**src/rtl/mem_access.sv**
```systemverilog
// MEM pipeline stage: passes ALU results through and runs the data-bus handshake
// for loads/stores, including big-endian lane extraction and store byte enables.
module mem_access #(
  parameter int unsigned TIMEOUT_CYC = 16
) (
  input  logic        clk,
  input  logic        rst,
  input  logic        flush,
  input  logic [4:0]  ex_wd,
  input  logic        ex_wreg,
  input  logic [31:0] ex_wdata,
  input  logic [3:0]  mem_op,
  input  logic [31:0] mem_addr,
  input  logic [31:0] st_data,
  output logic [4:0]  mem_wd,
  output logic        mem_wreg,
  output logic [31:0] mem_wdata,
  output logic        stallreq,
  output logic        d_req,
  output logic        d_we,
  output logic [31:0] d_addr,
  output logic [3:0]  d_sel,
  output logic [31:0] d_wdata,
  input  logic [31:0] d_rdata,
  input  logic        d_ack,
  output logic        align_err,
  output logic        bus_err
);

  localparam int unsigned CW = $clog2(TIMEOUT_CYC + 1);

  localparam logic [3:0] OP_LB  = 4'd1;
  localparam logic [3:0] OP_LBU = 4'd2;
  localparam logic [3:0] OP_LH  = 4'd3;
  localparam logic [3:0] OP_LHU = 4'd4;
  localparam logic [3:0] OP_LW  = 4'd5;
  localparam logic [3:0] OP_SB  = 4'd6;
  localparam logic [3:0] OP_SH  = 4'd7;
  localparam logic [3:0] OP_SW  = 4'd8;

  typedef enum logic [1:0] {S_IDLE, S_WAIT, S_DONE} state_e;

  state_e          state_q, state_d;
  logic [CW-1:0]   cnt_q, cnt_d;
  logic [31:0]     rbuf_q, rbuf_d;
  logic            err_q, err_d;

  logic            is_load, is_store, misalign, start, req;
  logic [1:0]      lane;
  logic [7:0]      ld_byte;
  logic [15:0]     ld_half;
  logic [31:0]     load_val, st_rep;
  logic [3:0]      sel;

  // Operation decode; opcodes 9-15 fall out as neither load nor store.
  assign lane     = mem_addr[1:0];
  assign is_load  = (mem_op >= OP_LB) && (mem_op <= OP_LW);
  assign is_store = (mem_op >= OP_SB) && (mem_op <= OP_SW);
  assign misalign = (((mem_op == OP_LH) || (mem_op == OP_LHU) || (mem_op == OP_SH)) && mem_addr[0])
                 || (((mem_op == OP_LW) || (mem_op == OP_SW)) && (mem_addr[1:0] != 2'b00));
  assign start    = (is_load || is_store) && !misalign;
  assign req      = rst && !flush && (((state_q == S_IDLE) && start) || (state_q == S_WAIT));

  // NOTE: every always_comb output gets a default first so no path infers a latch.
  always_comb begin
    state_d = state_q;
    cnt_d   = cnt_q;
    rbuf_d  = rbuf_q;
    err_d   = err_q;
    if (flush) begin
      state_d = S_IDLE;
      cnt_d   = '0;
      err_d   = 1'b0;
    end else begin
      unique case (state_q)
        S_IDLE: begin
          if (start) begin
            if (d_ack) begin
              state_d = S_DONE;
              rbuf_d  = d_rdata;
            end else begin
              state_d = S_WAIT;
              cnt_d   = CW'(1);
            end
          end
        end
        S_WAIT: begin
          if (d_ack) begin
            state_d = S_DONE;
            rbuf_d  = d_rdata;
          end else if (cnt_q == CW'(TIMEOUT_CYC)) begin
            state_d = S_DONE;
            err_d   = 1'b1;
          end else if (cnt_q != {CW{1'b1}}) begin
            cnt_d = cnt_q + 1'b1;
          end
        end
        S_DONE: begin
          state_d = S_IDLE;
          cnt_d   = '0;
          err_d   = 1'b0;
        end
        default: state_d = S_IDLE;
      endcase
    end
  end

  // NOTE: state uses non-blocking assignments; reset is synchronous and active-low.
  always_ff @(posedge clk) begin
    if (!rst) begin
      state_q <= S_IDLE;
      cnt_q   <= '0;
      rbuf_q  <= '0;
      err_q   <= 1'b0;
    end else begin
      state_q <= state_d;
      cnt_q   <= cnt_d;
      rbuf_q  <= rbuf_d;
      err_q   <= err_d;
    end
  end

  // Big-endian lanes: lane 0 is the most significant byte of the word.
  always_comb begin
    unique case (lane)
      2'd0:    ld_byte = rbuf_q[31:24];
      2'd1:    ld_byte = rbuf_q[23:16];
      2'd2:    ld_byte = rbuf_q[15:8];
      default: ld_byte = rbuf_q[7:0];
    endcase
    ld_half = lane[1] ? rbuf_q[15:0] : rbuf_q[31:16];
    unique case (mem_op)
      OP_LB:   load_val = {{24{ld_byte[7]}}, ld_byte};
      OP_LBU:  load_val = {24'h0, ld_byte};
      OP_LH:   load_val = {{16{ld_half[15]}}, ld_half};
      OP_LHU:  load_val = {16'h0, ld_half};
      OP_LW:   load_val = rbuf_q;
      default: load_val = '0;
    endcase
  end

  always_comb begin
    unique case (mem_op)
      OP_SB: begin
        sel    = 4'b1000 >> lane;
        st_rep = {4{st_data[7:0]}};
      end
      OP_SH: begin
        sel    = lane[1] ? 4'b0011 : 4'b1100;
        st_rep = {2{st_data[15:0]}};
      end
      default: begin
        sel    = 4'b1111;
        st_rep = st_data;
      end
    endcase
  end

  assign stallreq  = req;
  assign d_req     = req;
  assign align_err = rst && misalign;

  // Request cycles are bubbles to mem_wb; the write happens in DONE.
  always_comb begin
    mem_wd    = '0;
    mem_wreg  = 1'b0;
    mem_wdata = '0;
    d_we      = 1'b0;
    d_addr    = '0;
    d_sel     = '0;
    d_wdata   = '0;
    bus_err   = 1'b0;
    if (req) begin
      d_we      = is_store;
      d_addr    = {mem_addr[31:2], 2'b00};
      d_sel     = sel;
      d_wdata   = is_store ? st_rep : '0;
      mem_wd    = ex_wd;
      mem_wdata = ex_wdata;
    end else if (rst && !flush) begin
      mem_wd = ex_wd;
      if (state_q == S_DONE) begin
        bus_err = err_q;
        if (is_load) begin
          mem_wreg  = ex_wreg && !err_q;
          mem_wdata = err_q ? '0 : load_val;
        end else begin
          mem_wdata = ex_wdata;
        end
      end else begin
        mem_wreg  = ex_wreg && !misalign;
        mem_wdata = ex_wdata;
      end
    end
  end

endmodule

```
**config.mk**
```make
export PLATFORM = sky130hd
export DESIGN_NAME = mem_access
export DESIGN_NICKNAME = d
export VERILOG_FILES = /design/src/rtl/mem_access.sv
export SDC_FILE = /design/constraint.sdc
export NUM_CORES = 1
export LEC_CHECK = 0
export ABC_AREA = 1
export CAP_MARGIN = 40
export CORE_MARGIN = 2
export CORE_UTILIZATION = 33
export CTS_CLUSTER_DIAMETER = 50
export DETAILED_ROUTE_END_ITERATION = 6
export GPL_TIMING_DRIVEN = 0
export HOLD_SLACK_MARGIN = 0.05
export PLACE_DENSITY = 0.7
export REMOVE_ABC_BUFFERS = 1
export SYNTH_ARGS = -nofsm -noshare
export SYNTH_HDL_FRONTEND = slang
export SYNTH_SLANG_ARGS = --single-unit
```
**constraint.sdc**
```tcl
create_clock -name clk -period 2.7 [get_ports clk]
set_clock_uncertainty 0.1 [all_clocks]
set_input_delay 0.27 -clock clk [delete_from_list [all_inputs] [get_ports clk]]
set_output_delay 0.27 -clock clk [all_outputs]
set_load 0.02 [all_outputs]
```
==> summary.md <==
| Metric | Value |
|---|---|
| GPL Wtd Cong | `0.878` |
| DIE HEIGHT | `~120 um` |
| Chip Width | `122 um` |
| DRC viols | `0` |
| Yosys reg bits | `40` |
| Global route overflow | `0` |
| Max_cap viols | `0` |
| Fin util | `55.1%` |
| Worst Hold Class | `reg -> reg` |
| I/O pins | `~250` |
| CORE AREA | `approximately 0.014 mm^2` |
| Worst setup path endpoint | `mem_wdata[29]` |
| Type of origin of the critical path | `input pin` |
| H-tree depth | `2` |
| Routed Antenna Nets | `0` |
| Slew Viols, Final | `0` |
| Tcrit/Tclk final | `97.2%` |
| FFs w/ async S/R, synth | `0%` |
| Iter 0 DRT Violations | `357` |
| Antenna violations before repair | `1` |
| Final WL | `19600 um` |
| Warnings from Yosys | `0` |
| Crit end category | `primary output` |
| PD cells | `312 mW/mm^2` |
| Mapped Cells | `847` |
| Worst slew pin tran | `784 ps` |
| Seq/Total Area, Yosys | `17.5%` |
| Fin Setup TNS | `0 ps` |
| Synth unique cells | `33` |
| Cell taking the most area after synthesis | `dfxtp_1` |
| Clk_lat worst skew | `280 ps` |
| Site Rows | `43` |
| Via density | `4.90` |
| CP startpoint | `rst` |
| Reg-to-reg endpoint | `rbuf_q[18]` |
| Vias in the first global route | `5437` |
| Final Hold Vio Count | `0` |
| GRT Total Usage | `25.3%` |
| CP arrival | `2250 ps` |
| PortBufs | `250` |
| CTS tree | `yes` |
| Final setup vio count | `0` |
| TritonCTS sink count | `40` |
| WP data required | `2330 ps` |
| Die area | `0.0148 mm^2` |
| RSZ-0062 raised after global routing | `true` |
| Pin count of the biggest net entering global routing | `47` |
| Layout cells sized above 1 | `between 15 and 20%` |
| CTS buffer count | `5` |
| Area contributors post-synth | `dfxtp_1, nand2_1, nand3_1` |
| R2R cell count | `6` |
| Top cell type's share of synthesized area | `between 10% and 20%` |
| Worst-path fanout max | `38` |
| Top cell types by occurrence after synthesis | `nand2_1, inv_1, nand3_1, a21oi_1, nor2_1` |
| DRT Pass-1 Iters | `4` |
| CTS root buf | `clkbuf_16` |
| First-pass GRT wire length | `roughly 30000 um` |
| Crit Path Category | `in -> out` |
| Status | `finished, final reports clean` |
| Drt wl/cell | `about 15 um` |
| Post-CTS Hold Buffers | `0` |
| Clock-pin slew on the worst setup and hold paths | `60 ps` |
| Worst vdd ir | `0.360 mV` |
| Ys flop type | `dfxtp_1` |
| Layout net count | `about 1200` |
| Most numerous cell in the Yosys netlist | `nand2_1` |
| Leak | `3.52 nW` |
| Reg2Reg Launch Point | `state_q[0]` |
| Slew margin rel. | `47.5%` |
| Min Tclk post-route | `2620 ps` |
| Fmax | `about 0.38 GHz` |
| Area Growth Syn to Fin | `65.3%` |
| Number of diodes | `0` |
| Longest Clk Path Bufs | `2` |
| Cell Area, Synth | `0.00458 mm^2` |
| Post-synth EDFFs | `0` |
| Final hold slack | `about 380 ps` |
| Routed via count | `around 6200` |
| Dpl hpwl | `14100 um` |
| Worst R2R Setup Slack | `460 ps` |
| Initial Util | `between 30% and 40%` |
| Avg Cell Area, Syn | `approximately 5.4 um^2` |
==> routing by layer <==
metal  up-vias  track usage, %  routed length [um]
li1       3219               -                   -
met1      2768            36.5                8960
met2       201            40.2                8960
met3        19            3.93                1400
met4         2            4.53                 251
met5         -               0                   9
==> through the flow <==
step / cells / worst slack, ps / cell area (um^2) / power (mW)
2_1_floorplan: 791 / -990 / 4290 / 1.10
3_3_place_gp: 1221 / -3560 / 7020 / 1.58
3_5_place_dp: 1229 / -2290 / 7160 / 1.60
4_1_cts: 1259 / 2.36 / 7550 / 2.35
5_1_grt: 1267 / -7.38 / 7570 / 2.48
6_report: 1267 / 75.3 / 7570 / 2.36
==> area by class of cell <==
| class | count | area (um^2) |
|---|---|---|
| clock buffer | 5 | 125 |
| clock inverter | 3 | 46.3 |
| fill | 1398 | 6150 |
| inverter | 123 | 477 |
| multi-input combinational | 634 | 3270 |
| sequential | 40 | 801 |
| tap | 180 | 225 |
| timing repair buffer | 282 | 2620 |
==> where the power goes <==
part	switching (mW)	internal, mW
Sequential	0.0302	0.618
Clock	0.247	0.439
Combinational	0.575	0.448
Total	0.853	1.51
==> placed cells by master (no fill, tap or decap), drive strengths merged <==
cell type,count
nor3,26
dfxtp,40
a21boi,26
or2,2
ha,7
clkbuf,22
nand2,208
bufinv,1
nand4,3
inv,119
o22ai,7
o21ai,89
o211ai,1
conb,2
o21a,1
bufbuf,1
clkinv,2
a21oi,79
clkdlybuf4s15,25
buf,64
clkinvlp,4
nor4,1
nand3,97
nor2,85
dlygate4sd2,34
clkdlybuf4s50,141
==> cells by family after synthesis <==
| kind of cell | share of synthesized area (%) |
|---|---|
| compound gates | 23.9 |
| fa+ha+maj | 1.91 |
| buf+inv | 16.5 |
| flops | 17.5 |
| other cells | 0.0819 |
| simple gates | 40.1 |
==> worst min path at each step <==
stage,startpoint,cells after the start,to
floorplan,d_rdata[23],2,rbuf_q[23]
global placement,rbuf_q[23],2,rbuf_q[23]
detailed placement,rbuf_q[23],2,rbuf_q[23]
CTS,rbuf_q[23],2,rbuf_q[23]
global route,rbuf_q[17],2,rbuf_q[17]
finish,rbuf_q[17],2,rbuf_q[17]
==> sequential cells by signal, indices dropped and copies added, names as in the netlist <==
name,count
err_q,1
cnt_q,5
rbuf_q,32
state_q,2
==> worst max-delay path: stages <==
cell	delay, ps
clkdlybuf4s50_1	470
clkinv_2	170
nor2_4	190
buf_12	250
nand3_4	210
buf_4	200
o21ai_1	130
dlygate4sd2_1	350
==> repair_timing <==
item                       4_1_cts  5_1_grt
cloned                           7        1
pin swaps                        8        3
gates resized for setup        323       35
setup endpoints to repair      144       88
buffers inserted                15        7
Power figures use the tool's default switching activity.
